## src/rtl/ext_sinal_pipe_pkg.sv

```systemverilog
// Shared definitions for the pipelined immediate extender: mode encodings and
// the packed layout of one buffered result.
package ext_sinal_pkg;

  localparam logic [1:0] EXT_BAIXO  = 2'b00;  // sign/zero extend into low bits
  localparam logic [1:0] EXT_ALTO   = 2'b01;  // place immediate in upper bits
  localparam logic [1:0] EXT_DESLOC = 2'b10;  // extend then shift (branch offset)
  localparam logic [1:0] EXT_INVAL  = 2'b11;  // reserved, flagged as error

  typedef logic [1:0] op_ext_t;

  // Buffer entry for the default 32-bit datapath; the top builds the same
  // {erro, saida} packing at its own OUT_W.
  typedef struct packed {
    logic        erro;
    logic [31:0] saida;
  } ext_entry_t;

  function automatic logic op_is_legal(input op_ext_t op);
    return (op != EXT_INVAL);
  endfunction

endpackage

```

## src/rtl/ext_sinal_pipe_if.sv

```systemverilog
// Request/result handshake bundle between decode, the extender and the ALU side.
interface ext_sinal_pipe_if #(
  parameter int IN_W  = 16,
  parameter int OUT_W = 32
);
  import ext_sinal_pkg::*;

  logic             in_valid;
  logic             in_ready;
  logic [IN_W-1:0]  entrada;
  op_ext_t          OpExt;
  logic             Negativo;
  logic             out_valid;
  logic             out_ready;
  logic [OUT_W-1:0] saida;
  logic             erro;

  // Upstream decode and downstream consumer view.
  modport master (
    output in_valid, entrada, OpExt, Negativo, out_ready,
    input  in_ready, out_valid, saida, erro
  );

  // Extender view.
  modport slave (
    input  in_valid, entrada, OpExt, Negativo, out_ready,
    output in_ready, out_valid, saida, erro
  );
endinterface

```

## src/rtl/ext_sinal_pipe_core.sv

```systemverilog
// Combinational immediate extender: low extend, upper placement, extend+shift,
// and an error flag for the reserved mode.
module ext_sinal_core
  import ext_sinal_pkg::*;
#(
  parameter int IN_W      = 16,
  parameter int OUT_W     = 32,
  parameter int SHIFT_AMT = 2
) (
  input  logic [IN_W-1:0]  entrada,
  input  op_ext_t          OpExt,
  input  logic             Negativo,
  output logic [OUT_W-1:0] saida,
  output logic             erro
);

  generate
    if (OUT_W < IN_W + SHIFT_AMT) begin : g_bad_widths
      $error("ext_sinal_core: OUT_W must be >= IN_W + SHIFT_AMT");
    end
  endgenerate

  logic             fill;
  logic [OUT_W-1:0] ext_baixo;

  assign fill = entrada[IN_W-1] & Negativo;

  // Select the extended value for the requested mode; reserved mode yields 0 + erro.
  always_comb begin
    ext_baixo               = {OUT_W{fill}};
    ext_baixo[IN_W-1:0]     = entrada;
    saida                   = '0;
    erro                    = 1'b0;
    case (OpExt)
      EXT_BAIXO:  saida = ext_baixo;
      EXT_ALTO:   saida = OUT_W'(entrada) << (OUT_W - IN_W);
      // Shifting drops only fill copies from the top since OUT_W >= IN_W + SHIFT_AMT.
      EXT_DESLOC: saida = ext_baixo << SHIFT_AMT;
      default:    erro  = ~op_is_legal(OpExt);
    endcase
  end

endmodule

```

## src/rtl/ext_sinal_pipe.sv

```systemverilog
// Pipelined immediate extender: output register plus one skid entry so that
// in_ready is registered and never depends combinationally on out_ready.
module ext_sinal_pipe
  import ext_sinal_pkg::*;
#(
  parameter int IN_W      = 16,
  parameter int OUT_W     = 32,
  parameter int SHIFT_AMT = 2
) (
  input logic               clock,
  input logic               reset,
  ext_sinal_pipe_if.slave   bus
);

  typedef struct packed {
    logic             erro;
    logic [OUT_W-1:0] saida;
  } entry_t;

  entry_t core_res;
  entry_t out_q;
  entry_t skid_q;
  logic   out_valid_q;
  logic   skid_valid_q;
  logic   accept;
  logic   out_free;

  ext_sinal_core #(
    .IN_W      (IN_W),
    .OUT_W     (OUT_W),
    .SHIFT_AMT (SHIFT_AMT)
  ) u_core (
    .entrada  (bus.entrada),
    .OpExt    (bus.OpExt),
    .Negativo (bus.Negativo),
    .saida    (core_res.saida),
    .erro     (core_res.erro)
  );

  assign accept   = bus.in_valid & ~skid_valid_q;
  assign out_free = ~out_valid_q | bus.out_ready;

  // Output reg takes the skid entry first (FIFO order), else the new request;
  // a request arriving while the output is stalled parks in the skid.
  always_ff @(posedge clock or posedge reset) begin
    if (reset) begin
      out_q        <= '0;
      out_valid_q  <= 1'b0;
      skid_q       <= '0;
      skid_valid_q <= 1'b0;
    end else if (out_free) begin
      if (skid_valid_q) begin
        out_q        <= skid_q;
        out_valid_q  <= 1'b1;
        skid_valid_q <= 1'b0;
      end else if (accept) begin
        out_q        <= core_res;
        out_valid_q  <= 1'b1;
      end else begin
        out_valid_q  <= 1'b0;
      end
    end else if (accept) begin
      skid_q       <= core_res;
      skid_valid_q <= 1'b1;
    end
  end

  assign bus.in_ready  = ~skid_valid_q;
  assign bus.out_valid = out_valid_q;
  assign bus.saida     = out_q.saida;
  assign bus.erro      = out_q.erro;

endmodule
```

## src/flat_wrapper.sv

```systemverilog
// flat-port wrapper written by rule: the top's interface ports become plain ports
module ext_sinal_pipe_flat import ext_sinal_pkg::*;
#(
  parameter int IN_W      = 16,
  parameter int OUT_W     = 32,
  parameter int SHIFT_AMT = 2
)
  (clock, reset, bus_in_valid, bus_entrada, bus_OpExt, bus_Negativo, bus_out_ready, bus_in_ready, bus_out_valid, bus_saida, bus_erro);
  ext_sinal_pipe_if #(.IN_W(IN_W), .OUT_W(OUT_W)) bus_i ();
  input logic clock;
  input logic reset;
  input wire logic [$bits(bus_i.in_valid)-1:0] bus_in_valid;
  input wire logic [$bits(bus_i.entrada)-1:0] bus_entrada;
  input wire logic [$bits(bus_i.OpExt)-1:0] bus_OpExt;
  input wire logic [$bits(bus_i.Negativo)-1:0] bus_Negativo;
  input wire logic [$bits(bus_i.out_ready)-1:0] bus_out_ready;
  output wire logic [$bits(bus_i.in_ready)-1:0] bus_in_ready;
  output wire logic [$bits(bus_i.out_valid)-1:0] bus_out_valid;
  output wire logic [$bits(bus_i.saida)-1:0] bus_saida;
  output wire logic [$bits(bus_i.erro)-1:0] bus_erro;
  assign bus_i.in_valid = bus_in_valid;
  assign bus_i.entrada = bus_entrada;
  assign bus_i.OpExt = bus_OpExt;
  assign bus_i.Negativo = bus_Negativo;
  assign bus_i.out_ready = bus_out_ready;
  assign bus_in_ready = bus_i.in_ready;
  assign bus_out_valid = bus_i.out_valid;
  assign bus_saida = bus_i.saida;
  assign bus_erro = bus_i.erro;
  ext_sinal_pipe #(.IN_W(IN_W), .OUT_W(OUT_W), .SHIFT_AMT(SHIFT_AMT)) u_core (.clock(clock), .reset(reset), .bus(bus_i));
endmodule
```

## config.mk

```make
export PLATFORM = sky130hd
export DESIGN_NAME = ext_sinal_pipe_flat
export DESIGN_NICKNAME = d
export VERILOG_FILES = /design/src/rtl/ext_sinal_pipe_pkg.sv /design/src/rtl/ext_sinal_pipe_if.sv /design/src/rtl/ext_sinal_pipe_core.sv /design/src/rtl/ext_sinal_pipe.sv /design/src/flat_wrapper.sv
export SDC_FILE = /design/constraint.sdc
export NUM_CORES = 1
export LEC_CHECK = 0
export ABC_AREA = 1
export CORE_MARGIN = 1.5
export CORE_UTILIZATION = 48
export CTS_CLUSTER_DIAMETER = 40
export DETAILED_ROUTE_END_ITERATION = 6
export GPL_ROUTABILITY_DRIVEN = 0
export GPL_TIMING_DRIVEN = 1
export PLACE_DENSITY = 0.76
export SYNTH_ARGS = -nofsm -noshare
export SYNTH_HDL_FRONTEND = slang
export SYNTH_SLANG_ARGS = --single-unit
```

## constraint.sdc

```tcl
create_clock -name clock -period 2.1 [get_ports clock]
set_clock_uncertainty 0.2 [all_clocks]
set_input_delay 0.42 -clock clock [delete_from_list [all_inputs] [get_ports clock]]
set_output_delay 0.42 -clock clock [all_outputs]
set_load 0.03 [all_outputs]
```

==> run metrics <==
TritonCTS clock tree=built; first-pass GRT wire length=between 10000 and 15000 um; Clock Power Share=27.8%; utilization after layout=62.0%; internal power=between 2000 and 3000 uW; post-synthesis cell count=454; yosys warns=0; Top delay family on crit path=buffers and inverters; Worst Path Arrival=1420 ps; remaining global-route overflow=0; Slew Limit Fails=0; Critical Path Sink Type=output port; maxcap violations=0; # rows=30; CP max-delay cell=clkdlybuf4s50_1; RSZ-0062 raised after global routing=false; fillers=608; worst min-delay path class=reg2reg; Switch Pwr=1320 uW; status=finished, final reports clean; root cell of the clock tree=clkbuf_8; Worst Path Class, Setup=reg2out; Sum Neg Setup Slack=0 ps; Startpoint Class=flip-flop; clk slew on worst S/H paths=approximately 70 ps; initial DRC count=335; Lkg Pwr=0.00220 uW; Cell variety after synth=20; n_diodes=0; post-route ant nets=0; # clock sinks=68; P per Cell Area=914 nW/um^2; drt drc=0; syn avg cell area=7.37 sq um; crit-path max FO=2; mapped cell area=3340 sq um; Initial Utilization=about half; synthesis-to-finish area growth=25.3%; final period utilization=97.3%; top_reg_cell synth=dfrtp_1; Synth top area share=50.9%; Reg2Reg Setup Slack=~260 ps; total power=3830 uW; Hold-fix buffers, CTS=0; GRT Total Usage=25.1%; Port Buf Inserts=57; syn nets=~480; chip height=86.5 um; routed length per placed instance=14.3 um; Hold Vio Cnt, Final=0; Inserted Clock Buffers=9; Final min period=between 2000 and 2500 ps; Switching Share=34.5%; number of synthesized register bits=68; pin count of the biggest net entering global routing=69; antenna violations before repair=0; DR pass1 iterations=5; Post-synth EDFFs=0; Peak Freq=489 MHz; H-tree Lvls=3; area leader, netlist=dfrtp_1; vias per cell=5.33; layout cells sized above 1=7.60%; Bufs on Longest Clock Path=2; Die X=86.5 um; Ports=58; vias in the first global route=2993; CP cell instances=clkdlybuf4s50_1; insertion delay to the later sink of the worst-skew pair=350 ps; die area=7480 sq um; Setup Viol. Count Final=0; Post-Route WL=about 8500 um; Nets=531; Max-slew headroom=69.8%; Critical Path RT=approximately 1500 ps; Comb power frac=28.9%; Worst IR Drop VDD=0.447 mV; sequential share of power=43.4%; Via Count=~3.2k; Slew @ Worst Pin=between 400 and 500 ps; crit-path max cell delay=690 ps; Critical path buffers and inverters=1; Synth async-reset ratio=100%; register area share after synthesis=between 50% and 60%; core area=6760 sq um; top cells by area, synth=dfrtp_1 (51%), nand2_1 (23%), a21oi_1 (5.5%); DP HPWL=between 5000 and 6000 um
## final timing paths
path | end | cells after the start | start
setup / recovery | bus_saida[12] | 1 | u_core.bus.saida[12]
hold / removal | u_core.skid_q[21] | 2 | u_core.skid_q[21]
setup reg to reg | u_core.bus.saida[8] | 8 | u_core.skid_valid_q
hold reg to reg | u_core.skid_q[21] | 2 | u_core.skid_q[21]
max in group asynchronous | u_core.skid_q[1] | 3 | reset
min in group asynchronous | u_core.bus.saida[21] | 3 | reset
## power by group through the flow
| stage | registers, uW | clock network [uW] | logic, uW |
|---|---|---|---|
| 2_1_floorplan | 1910 | 0 | 430 |
| 3_3_place_gp | 1680 | 0 | 1090 |
| 3_5_place_dp | 1680 | 0 | 1110 |
| 4_1_cts | 1660 | 1070 | 1110 |
| 5_1_grt | 1690 | 1130 | 1210 |
| 6_report | 1660 | 1060 | 1110 |
## logic make-up after synthesis
kind of cell           Yosys count  share of synthesized area, %
AOI/OAI and AO/OA               55                          8.23
buffers and inverters           53                          7.37
DFF                             68                          50.9
and+or+nand+nor                278                          33.5
## cell usage in the layout (no fill, tap or decap)
cell / instances
a21oi_1: 37
buf_12: 3
buf_4: 9
bufinv_16: 1
clkbuf_8: 9
clkdlybuf4s50_1: 56
clkinv_2: 3
clkinvlp_4: 4
dfrtp_1: 68
dlygate4sd2_1: 1
inv_1: 21
inv_2: 5
nand2_1: 201
nand2_2: 1
nand3_1: 32
nand4_1: 2
nor2_1: 38
nor2_2: 1
nor2_4: 2
nor3_4: 1
o21ai_0: 10
o21ai_1: 8
## through the flow
stage / area, sq um / instances / setup WS [ps] / hold slack [ps]
after CTS: 4190 / 593 / 35.7 / 277
after global placement: 4000 / 577 / 53.0 / 253
final: 4190 / 593 / 57.1 / 275
after floorplan: 3350 / 454 / 548 / 242
after detailed placement: 4000 / 577 / 12.2 / 260
after global routing: 4190 / 593 / 6.86 / 292
## cell usage after synthesis (2+ instances only)
cell type  number
a21oi_1        37
buf_2          16
buf_4           5
clkbuf_1        2
dfrtp_1        68
inv_1          22
inv_2           5
nand2_1       201
nand3_1        32
nand4_1         2
nor2_1         38
nor2_4          2
o21ai_0        10
o21ai_1         8
## routing by layer
metal | track usage, % | up-vias | part of all wire (%) | wire length [um]
li1 | - | 1518 | - | -
met1 | 35.1 | 1499 | 46 | 3870
met2 | 38.2 | 119 | 47 | 3990
met3 | 4.38 | 25 | 5.1 | 431
met4 | 11.4 | 0 | 2.4 | 200
met5 | 0 | - | 0 | 0
## repair_timing
item,CTS,global route
resized for setup,1,0
setup endpoints to repair,1,0
setup buffers,0,0
## registers in the layout, summed over array words and instances (netlist names)
register              cells
u_core.bus.saida         32
u_core.bus.erro           1
u_core.skid_valid_q       1
u_core.skid_q            33
u_core.bus.out_valid      1
## layout make-up
| type | instances | area [sq um] | share of cell area (%) |
|---|---|---|---|
| Timing Repair Buffer | 69 | 697 | 16.6 |
| Multi-Input combinational cell | 333 | 1400 | 33.3 |
| Tap cell | 80 | 100 | 2.39 |
| Clock buffer | 9 | 124 | 2.96 |
| Clock inverter | 7 | 67.6 | 1.61 |
| Inverter | 27 | 105 | 2.51 |
| Sequential cell | 68 | 1700 | 40.6 |
Note: power is estimated with default switching activity, not from simulation.
